$ cat config.mk
export PLATFORM = sky130hd
export DESIGN_NAME = enc_4_2_seq_flat
export DESIGN_NICKNAME = d
export VERILOG_FILES = /design/src/rtl/enc_4_2_seq_pkg.sv /design/src/rtl/enc_4_2_seq_if.sv /design/src/rtl/enc_prio4.sv /design/src/rtl/enc_4_2_seq.sv /design/src/flat_wrapper.sv
export SDC_FILE = /design/constraint.sdc
export NUM_CORES = 1
export LEC_CHECK = 0
export BUFFER_PORTS_ARGS = -buffer_cell sky130_fd_sc_hd__buf_2
export CORE_AREA = 2 2 39 41
export CTS_CLUSTER_DIAMETER = 50
export DETAILED_ROUTE_END_ITERATION = 8
export DIE_AREA = 0 0 41 43
export HOLD_SLACK_MARGIN = 0.15
export PLACE_DENSITY_LB_ADDON = 0.15
export SLEW_MARGIN = 10
export SYNTH_ARGS = -nofsm -noshare
export SYNTH_HDL_FRONTEND = slang
export SYNTH_SLANG_ARGS = --single-unit
export TNS_END_PERCENT = 20
$ cat constraint.sdc
create_clock -name clk -period 2.5 [get_ports clk]
set_input_delay 0.125 -clock clk [delete_from_list [all_inputs] [get_ports clk]]
set_output_delay 0.125 -clock clk [all_outputs]
set_load 0.01 [all_outputs]
$ cat src/rtl/enc_4_2_seq_pkg.sv
// enc_pkg: shared constants, FSM state type and popcount helper for enc_4_2_seq
package enc_pkg;
  localparam int N_REQ = 4;
  localparam int IDX_W = $clog2(N_REQ);
  typedef enum logic {IDLE, PRESENT} state_t;
  function automatic logic [2:0] popcount4(input logic [3:0] v);
    return 3'(v[0]) + 3'(v[1]) + 3'(v[2]) + 3'(v[3]);
  endfunction
endpackage

$ cat src/rtl/enc_4_2_seq_if.sv
// enc_4_2_seq_if: request inputs and valid/ready index output of the encoder
interface enc_4_2_seq_if;
  import enc_pkg::*;
  logic [N_REQ-1:0] req;
  logic             out_ready;
  logic             out_valid;
  logic [IDX_W-1:0] out_idx;
  logic             out_multi;
  logic [N_REQ-1:0] pending;
  logic             ovf;
  modport master (input req, out_ready, output out_valid, out_idx, out_multi, pending, ovf);
  modport slave (output req, out_ready, input out_valid, out_idx, out_multi, pending, ovf);
endinterface

$ cat src/rtl/enc_prio4.sv
// enc_prio4: combinational 4-bit priority encoder, bit 3 highest
module enc_prio4 (
  input  logic [3:0] vec,
  output logic [1:0] idx,
  output logic       any
);
  // highest-numbered set bit wins; idx is 0 when nothing is set
  always_comb begin
    idx = vec[3] ? 2'd3 : vec[2] ? 2'd2 : vec[1] ? 2'd1 : 2'd0;
    any = |vec;
  end
endmodule

$ cat src/rtl/enc_4_2_seq.sv
// enc_4_2_seq: registered 4-to-2 priority encoder with sticky capture and valid/ready output
module enc_4_2_seq
  import enc_pkg::*;
(
  input logic            clk,
  input logic            rst_n,
  enc_4_2_seq_if.master  bus
);
  state_t           state_q, state_d;
  logic [N_REQ-1:0] pending_q, pending_d, clr;
  logic [IDX_W-1:0] idx_q, idx_d, p_idx, r_idx;
  logic             multi_q, multi_d, ovf_q, ovf_d, p_any, r_any, acc;
  assign acc = (state_q == PRESENT) && bus.out_ready;
  assign clr = acc ? (N_REQ'(1) << idx_q) : '0;
  // capture requests (set beats clear) and flag requests landing on uncleared pending bits
  always_comb begin
    pending_d = (pending_q & ~clr) | bus.req;
    ovf_d     = ovf_q | (|(bus.req & pending_q & ~clr));
  end
  enc_prio4 u_pend (.vec(pending_q), .idx(p_idx), .any(p_any));
  enc_prio4 u_rem (.vec(pending_d), .idx(r_idx), .any(r_any));
  // load from pending when idle; on accept reload from the remaining set or fall idle
  always_comb begin
    state_d = state_q;
    idx_d   = idx_q;
    multi_d = multi_q;
    if (state_q == IDLE) begin
      if (p_any) begin
        state_d = PRESENT;
        idx_d   = p_idx;
        multi_d = popcount4(pending_q) > 3'd1;
      end
    end else if (acc) begin
      if (r_any) begin
        idx_d   = r_idx;
        multi_d = popcount4(pending_d) > 3'd1;
      end else begin
        state_d = IDLE;
      end
    end
  end
  // state and output registers
  always_ff @(posedge clk) begin
    if (!rst_n) begin
      state_q   <= IDLE;
      pending_q <= '0;
      idx_q     <= '0;
      multi_q   <= 1'b0;
      ovf_q     <= 1'b0;
    end else begin
      state_q   <= state_d;
      pending_q <= pending_d;
      idx_q     <= idx_d;
      multi_q   <= multi_d;
      ovf_q     <= ovf_d;
    end
  end
  assign bus.out_valid = state_q == PRESENT;
  assign bus.out_idx   = idx_q;
  assign bus.out_multi = multi_q;
  assign bus.pending   = pending_q;
  assign bus.ovf       = ovf_q;
endmodule
$ cat src/flat_wrapper.sv
// flat-port wrapper written by rule: the top's interface ports become plain ports
module enc_4_2_seq_flat import enc_pkg::*;
  (clk, rst_n, bus_req, bus_out_ready, bus_out_valid, bus_out_idx, bus_out_multi, bus_pending, bus_ovf);
  enc_4_2_seq_if bus_i ();
  input logic clk;
  input logic rst_n;
  input wire logic [$bits(bus_i.req)-1:0] bus_req;
  input wire logic [$bits(bus_i.out_ready)-1:0] bus_out_ready;
  output wire logic [$bits(bus_i.out_valid)-1:0] bus_out_valid;
  output wire logic [$bits(bus_i.out_idx)-1:0] bus_out_idx;
  output wire logic [$bits(bus_i.out_multi)-1:0] bus_out_multi;
  output wire logic [$bits(bus_i.pending)-1:0] bus_pending;
  output wire logic [$bits(bus_i.ovf)-1:0] bus_ovf;
  assign bus_i.req = bus_req;
  assign bus_i.out_ready = bus_out_ready;
  assign bus_out_valid = bus_i.out_valid;
  assign bus_out_idx = bus_i.out_idx;
  assign bus_out_multi = bus_i.out_multi;
  assign bus_pending = bus_i.pending;
  assign bus_ovf = bus_i.ovf;
  enc_4_2_seq u_core (.clk(clk), .rst_n(rst_n), .bus(bus_i));
endmodule
## Word-level counts from Yosys, hierarchy flattened

Index checks and enable logic that the tools add are counted.

- Shift-type cells: 1
- Reduce and logical (&&, ||, !) cells: 6
- Magnitude comparators: 2
- Bitwise gates (word level): 6
- Add/subtract/negate cells: 6
- Muxes and demuxes: 19
- Eq/ne operators: 2
- Divide/modulo/power cells: 0
- $mul: 0

Operator list:

| kind | count |
|---|---|
| $mux 2 | 8 |
| $add 3x1->3 | 4 |
| $and 4x4->4 | 3 |
| $reduce_or 4->1 | 3 |
| $mux 1 | 10 |
| $gt 3x1->1 const B | 2 |
| $add 1x1->2 | 2 |
| $mux 4 | 1 |
| $ne 2x2->1 const B | 2 |
| $not 4->4 | 1 |
| $or 4x4->4 | 1 |
| $shl 1x2->4 const A | 1 |
| $reduce_and 3->1 | 1 |
| $reduce_bool 2->1 | 1 |
| $logic_and 1x1->1 | 1 |
| $or 1x1->1 | 1 |

- Memories: 0
- Bits in writable memories: 0
- Memory bits (read-only): 0
- Input port bits: 7
- Register bits: 9
- Latch bits: 0
- Output and inout port bits: 9
- Word-level logic and storage cells: 47

## Longest topological paths before layout

- Depth after elaboration: 12
- Mapped depth: 10
- Depth with buffers taken out: 9

## Modules after synthesis

From an unflattened synthesis, not the netlist that was laid out.

- Cells, all modules: 68
- Area total of the unflattened synthesis: 588.1 µm²

Modules (own cells, without submodules):

| module | sequential area each (µm²) | area an instance (µm²) | cells an instance | instances |
|---|---|---|---|---|
| enc_4_2_seq | 180.2 | 540.5 | 60 | 1 |
| enc_prio4 | 0.0 | 23.8 | 4 | 2 |

## Worst setup path before layout

No wires, ideal clock.

- Kind: flip-flop to flip-flop
- Start: register u_core.state_q, in the netlist u_core.bus.out_valid
- End: register u_core.multi_q, in the netlist u_core.bus.out_multi
- Buffers on the path: 1
- Library setup time: 69 ps
- Period minus slack after synthesis: 1988 ps
- Data required time: 2431 ps
- Stages on the path, launching flop included: 11
- Arrival time: 1920 ps
- Setup slack: 512 ps
- Cells stage by stage: dfxtp_1 > buf_6 > nand2_4 > o31a_1 > nor2_1 > ha_1 > ha_1 > inv_1 > o211ai_1 > nand4_1 > o21ai_1

- Cells in the longest elaborated chain, start to end: 12

Ends and longest elaborated chain:

| element | RTL line | text |
|---|---|---|
| from (decl) | enc_4_2_seq.sv:9 | `state_t state_q, state_d;` |
| from (signal assigned) | enc_4_2_seq.sv:51 | `state_q <= state_d;` |
| $logic_and 1x1->1 | enc_4_2_seq.sv:13 | `assign acc = (state_q == PRESENT) && bus.out_ready;` |
| $mux 4 | enc_4_2_seq.sv:14 | `assign clr = acc ? (N_REQ'(1) << idx_q) : '0;` |
| $not 4->4 | enc_4_2_seq.sv:17 | `pending_d = (pending_q & ~clr) \| bus.req;` |
| $and 4x4->4 | enc_4_2_seq.sv:17 |  |
| $or 4x4->4 | enc_4_2_seq.sv:17 |  |
| $add 1x1->2 | enc_4_2_seq_pkg.sv:7 | `return 3'(v[0]) + 3'(v[1]) + 3'(v[2]) + 3'(v[3]);` |
| $add 3x1->3 (2 in series) | enc_4_2_seq_pkg.sv:7 |  |
| $gt 3x1->1 | enc_4_2_seq.sv:36 | `multi_d = popcount4(pending_d) > 3'd1;` |
| $mux 1 | enc_4_2_seq.sv:34 | `if (r_any) begin` |
| $mux 1 | enc_4_2_seq.sv:33 | `end else if (acc) begin` |
| $mux 1 | enc_4_2_seq.sv:27 | `if (state_q == IDLE) begin` |
| to (signal assigned) | enc_4_2_seq.sv:54 | `multi_q <= multi_d;` |
| to (decl) | enc_4_2_seq.sv:12 | `logic multi_q, multi_d, ovf_q, ovf_d, p_any, r_any, acc;` |

Parallel ways exist; a longest one is shown, timed or not. The select of a mux whose other input is x is not followed.
A chain may end at the register's enable or synchronous reset.

## Worst setup path in the final report

- Start: register u_core.state_q, in the netlist u_core.bus.out_valid
- End: register u_core.idx_q[0], in the netlist u_core.bus.out_idx[0]

- Cells in the longest elaborated chain, start to end: 11

Ends and longest elaborated chain:

| element | RTL line | text |
|---|---|---|
| $logic_and 1x1->1 | enc_4_2_seq.sv:13 |  |
| $mux 4 | enc_4_2_seq.sv:14 |  |
| $not 4->4 | enc_4_2_seq.sv:17 |  |
| $and 4x4->4 | enc_4_2_seq.sv:17 |  |
| $or 4x4->4 | enc_4_2_seq.sv:17 |  |
| $mux 1 | enc_prio4.sv:9 | `idx = vec[3] ? 2'd3 : vec[2] ? 2'd2 : vec[1] ? 2'd1 : 2'd0;` |
| $mux 2 (2 in series) | enc_prio4.sv:9 |  |
| $mux 2 | enc_4_2_seq.sv:34 |  |
| $mux 2 | enc_4_2_seq.sv:33 |  |
| $mux 2 | enc_4_2_seq.sv:27 |  |
| to (signal assigned) | enc_4_2_seq.sv:53 | `idx_q <= idx_d;` |
| to (decl) | enc_4_2_seq.sv:11 | `logic [IDX_W-1:0] idx_q, idx_d, p_idx, r_idx;` |

Parallel ways exist; a longest one is shown, timed or not. The select of a mux whose other input is x is not followed.

==> results.yml <==
placement:
  gp_congestion: 0.7940
  dp_hpwl_um: 980.6
  dpl_worst_slack_ps: 369.6
  port_buffers: 15
detailed_routing:
  dr.pass1.iters: 3
  initialDrtViolationCount: 9
  wl_per_cell_um: 12.54
  postRouteAntennaNets: 0
  via_per_inst: 5.500
  wirelength_um: 1304
  drc: 0
  dr_total_vias: 572
pwr:
  vdd_drop_max_mv: 0.3105
  p_total_w: 0.0003968
  leakagePower_nw: 0.3503
  power.density_mw_per_mm2: 547.8
floorplan:
  die_x_um: 41
  initial_utilization: 0.4259
  fp.dieH_um: 43
  top_level_ports: 16
  core_area_mm2: 0.001384
  die_area_mm2: 0.001763
  core.rowCount: 14
global_routing:
  grt_pass1_vias: 478
  grt_max_degree: 12
  grt.overflow.total: 0
  antenna_found_initial: 0
  use_met1: 0.2115
  grt_usage: 0.1715
  use_met3: 0.04712
  grt_first_pass_wirelength_um: 2021
  grtUsageMet2: 0.2531
  busiest_layer: "met2"
setup_path:
  cp_max_fo: 10
  crit_required_ps: 2650
  rr_startpoint: "u_core.bus.out_valid"
  path_class: "reg -> reg"
  r2r_slack_ps: 380
  rr_endpoint: "u_core.bus.out_idx[0]"
  end_kind: "flop"
  critical_path.startpoint_type: "flop"
  ff2ff_path_depth: 8
  worstPathArrival_ps: 2270
synth:
  syn_inst: 68
  ys_top_cells_by_area: "dfxtp_1, ha_1, nor2b_1"
  synthDistinctLibCells: 31
  synth_top_area_share: 0.3057
  syn_nets: 81
  synth_area_leader_cell: "dfxtp_1"
  synth_warnings: 0
  yosys_register_bits: 9
  syn_area_um2: 589.3
  syn_avg_cell_area_um2: 8.666
  yosysSeqAreaShare: 0.3057
cts:
  cts_buffers: 3
  path_clk_slew_ps: 70
  cts_tree: "built"
  clock_latency_ps: 260
  clockRootBuffer: "clkbuf_4"
  cts.sinks: 9
  cts_resized: 0
  htreeDepth: 1
  ctsLongestPathBuffers: 2
  cts_setup_buffers: 0
worst_hold_path:
  hold_depth: 3
  hold_end: "u_core.bus.pending[2]"
  hp-start: "bus_req[2]"
  hold_path.class: "in -> reg"
finish:
  fillers: 149
  area_delta_synth_final_pct: 22.93
  multiInputGateArea_um2: 367.9
  mostFrequentLayoutCells: "buf_2, dfxtp_1, inv_1, ha_1"
  drive_gt1_frac: 0.2727
  ff_latch_area_um2: 180.2
  nets: 102
  final_common_cell: "buf_2"
  n_antenna_cell: 0
sta:
  setup_viol: 0
  clock_skew_ps: 5.149
  layout_min_cycle_time_ps: 2123
  finalHoldViolations: 0
  maxSlewViolCount: 0
  rsz0062_at_grt: "no"
  fin_setup_tns_ps: 0
  fmax_mhz: 471.1
  period_share: 0.8491
  slew_headroom: 0.7567
  tightest_slew_ps: 364.5
  setup_ws_ps: 377.2
status:
  outcome: "complete, no violations"
run:
  max_cap_violations: 0
==> through the flow <==
stage | hold WS (ps) | cells | utilization | cell area (µm²)
2_1_floorplan | 265.3 | 68 | - | 589.3
3_3_place_gp | 416.7 | 98 | 0.4892 | 676.9
3_5_place_dp | 419.9 | 98 | 0.4892 | 676.9
4_1_cts | 155.5 | 104 | 0.5235 | 724.4
5_1_grt | 169.9 | 104 | 0.5235 | 724.4
6_report | 163.9 | 104 | 0.5235 | 724.4
==> cells by family (layout without fill, tap and decap cells) <==
group / count (synthesis) / after routing / share of synthesized area
buffers and inverters: 9 / 29 / 0.07006
multiplexers: 1 / 1 / 0.01699
AND/OR/NAND/NOR: 22 / 22 / 0.2187
AO/OA/AOI/OAI: 21 / 21 / 0.2612
adder cells (fa/ha/maj): 6 / 6 / 0.1274
flip-flops: 9 / 9 / 0.3057
==> area by class of cell <==
cell class                      count  area share
Sequential cell                     9      0.2487
Timing Repair Buffer               18      0.1416
Inverter                            7     0.03627
Clock inverter                      1    0.006908
Clock buffer                        3     0.03109
Multi-Input combinational cell     50      0.5078
Tap cell                           16     0.02763
==> repair_timing <==
action / CTS / global route
hold endpoints to repair: 2 / 0
setup endpoints to repair: 0 / 0
hold buffers: 2 / 0
==> worst max path at each step <==
stage	from	to	slack, ps	cells past startpoint
after global routing	u_core.bus.out_valid	u_core.bus.out_idx[0]	140	8
after global placement	u_core.bus.out_valid	u_core.bus.out_idx[0]	380	8
after CTS	u_core.bus.out_valid	u_core.bus.out_idx[0]	360	8
after floorplan	u_core.bus.out_valid	u_core.bus.out_multi	510	10
after detailed placement	u_core.bus.out_valid	u_core.bus.out_idx[0]	370	8
final	u_core.bus.out_valid	u_core.bus.out_idx[0]	380	8
==> report_power, final <==
group / total, W / switching (W) / internal, W
Sequential: 0.000179 / 0.0000214 / 0.000157
Clock: 0.000117 / 0.0000576 / 0.0000591
Combinational: 0.000101 / 0.0000515 / 0.0000498
Total: 0.000397 / 0.000130 / 0.000266
==> Yosys cell counts <==
| master | number |
|---|---|
| a31o_2 | 1 |
| ha_1 | 6 |
| dfxtp_1 | 9 |
| mux2i_1 | 1 |
| o21ai_0 | 1 |
| o21ai_1 | 2 |
| a22oi_1 | 1 |
| a32oi_1 | 1 |
| nor3_1 | 1 |
| and2b_1 | 1 |
| a31oi_1 | 3 |
| nor2_1 | 3 |
| nand4_1 | 2 |
| a21oi_2 | 2 |
| a21oi_1 | 2 |
| nand2_4 | 1 |
| nand4b_1 | 2 |
| a21o_1 | 1 |
| o2111ai_1 | 1 |
| o41ai_1 | 1 |
| or2b_1 | 1 |
| nand2_1 | 5 |
| inv_1 | 7 |
| o21a_1 | 2 |
| nor2b_1 | 5 |
| o211ai_1 | 1 |
| a2111o_1 | 1 |
| nand2b_1 | 1 |
| o31a_1 | 1 |
| buf_6 | 1 |
| clkbuf_1 | 1 |
==> state kept, by name, indices dropped and copies added, names as in the netlist <==
register,flops
u_core.bus.out_idx,2
u_core.bus.out_valid,1
u_core.bus.out_multi,1
u_core.bus.pending,4
u_core.bus.ovf,1
==> metal layers <==
metal / share of wire / wire length [µm] / vias to the layer above
met5: 0 / 0 / -
met4: 0.013 / 17 / 0
met3: 0.033 / 43 / 2
met2: 0.45 / 592 / 12
met1: 0.50 / 650 / 267
li1: - / - / 291
==> worst max-delay path, cell delays in order, from the launching register on <==
cell and delay (ps):
dfxtp_1 540, nand4b_1 180, a21oi_1 340, ha_1 240, mux2i_1 110, o41ai_1 250
a31oi_1 130, o2111ai_1 130, o21ai_1 80
Note: power is estimated with default switching activity, not from simulation.
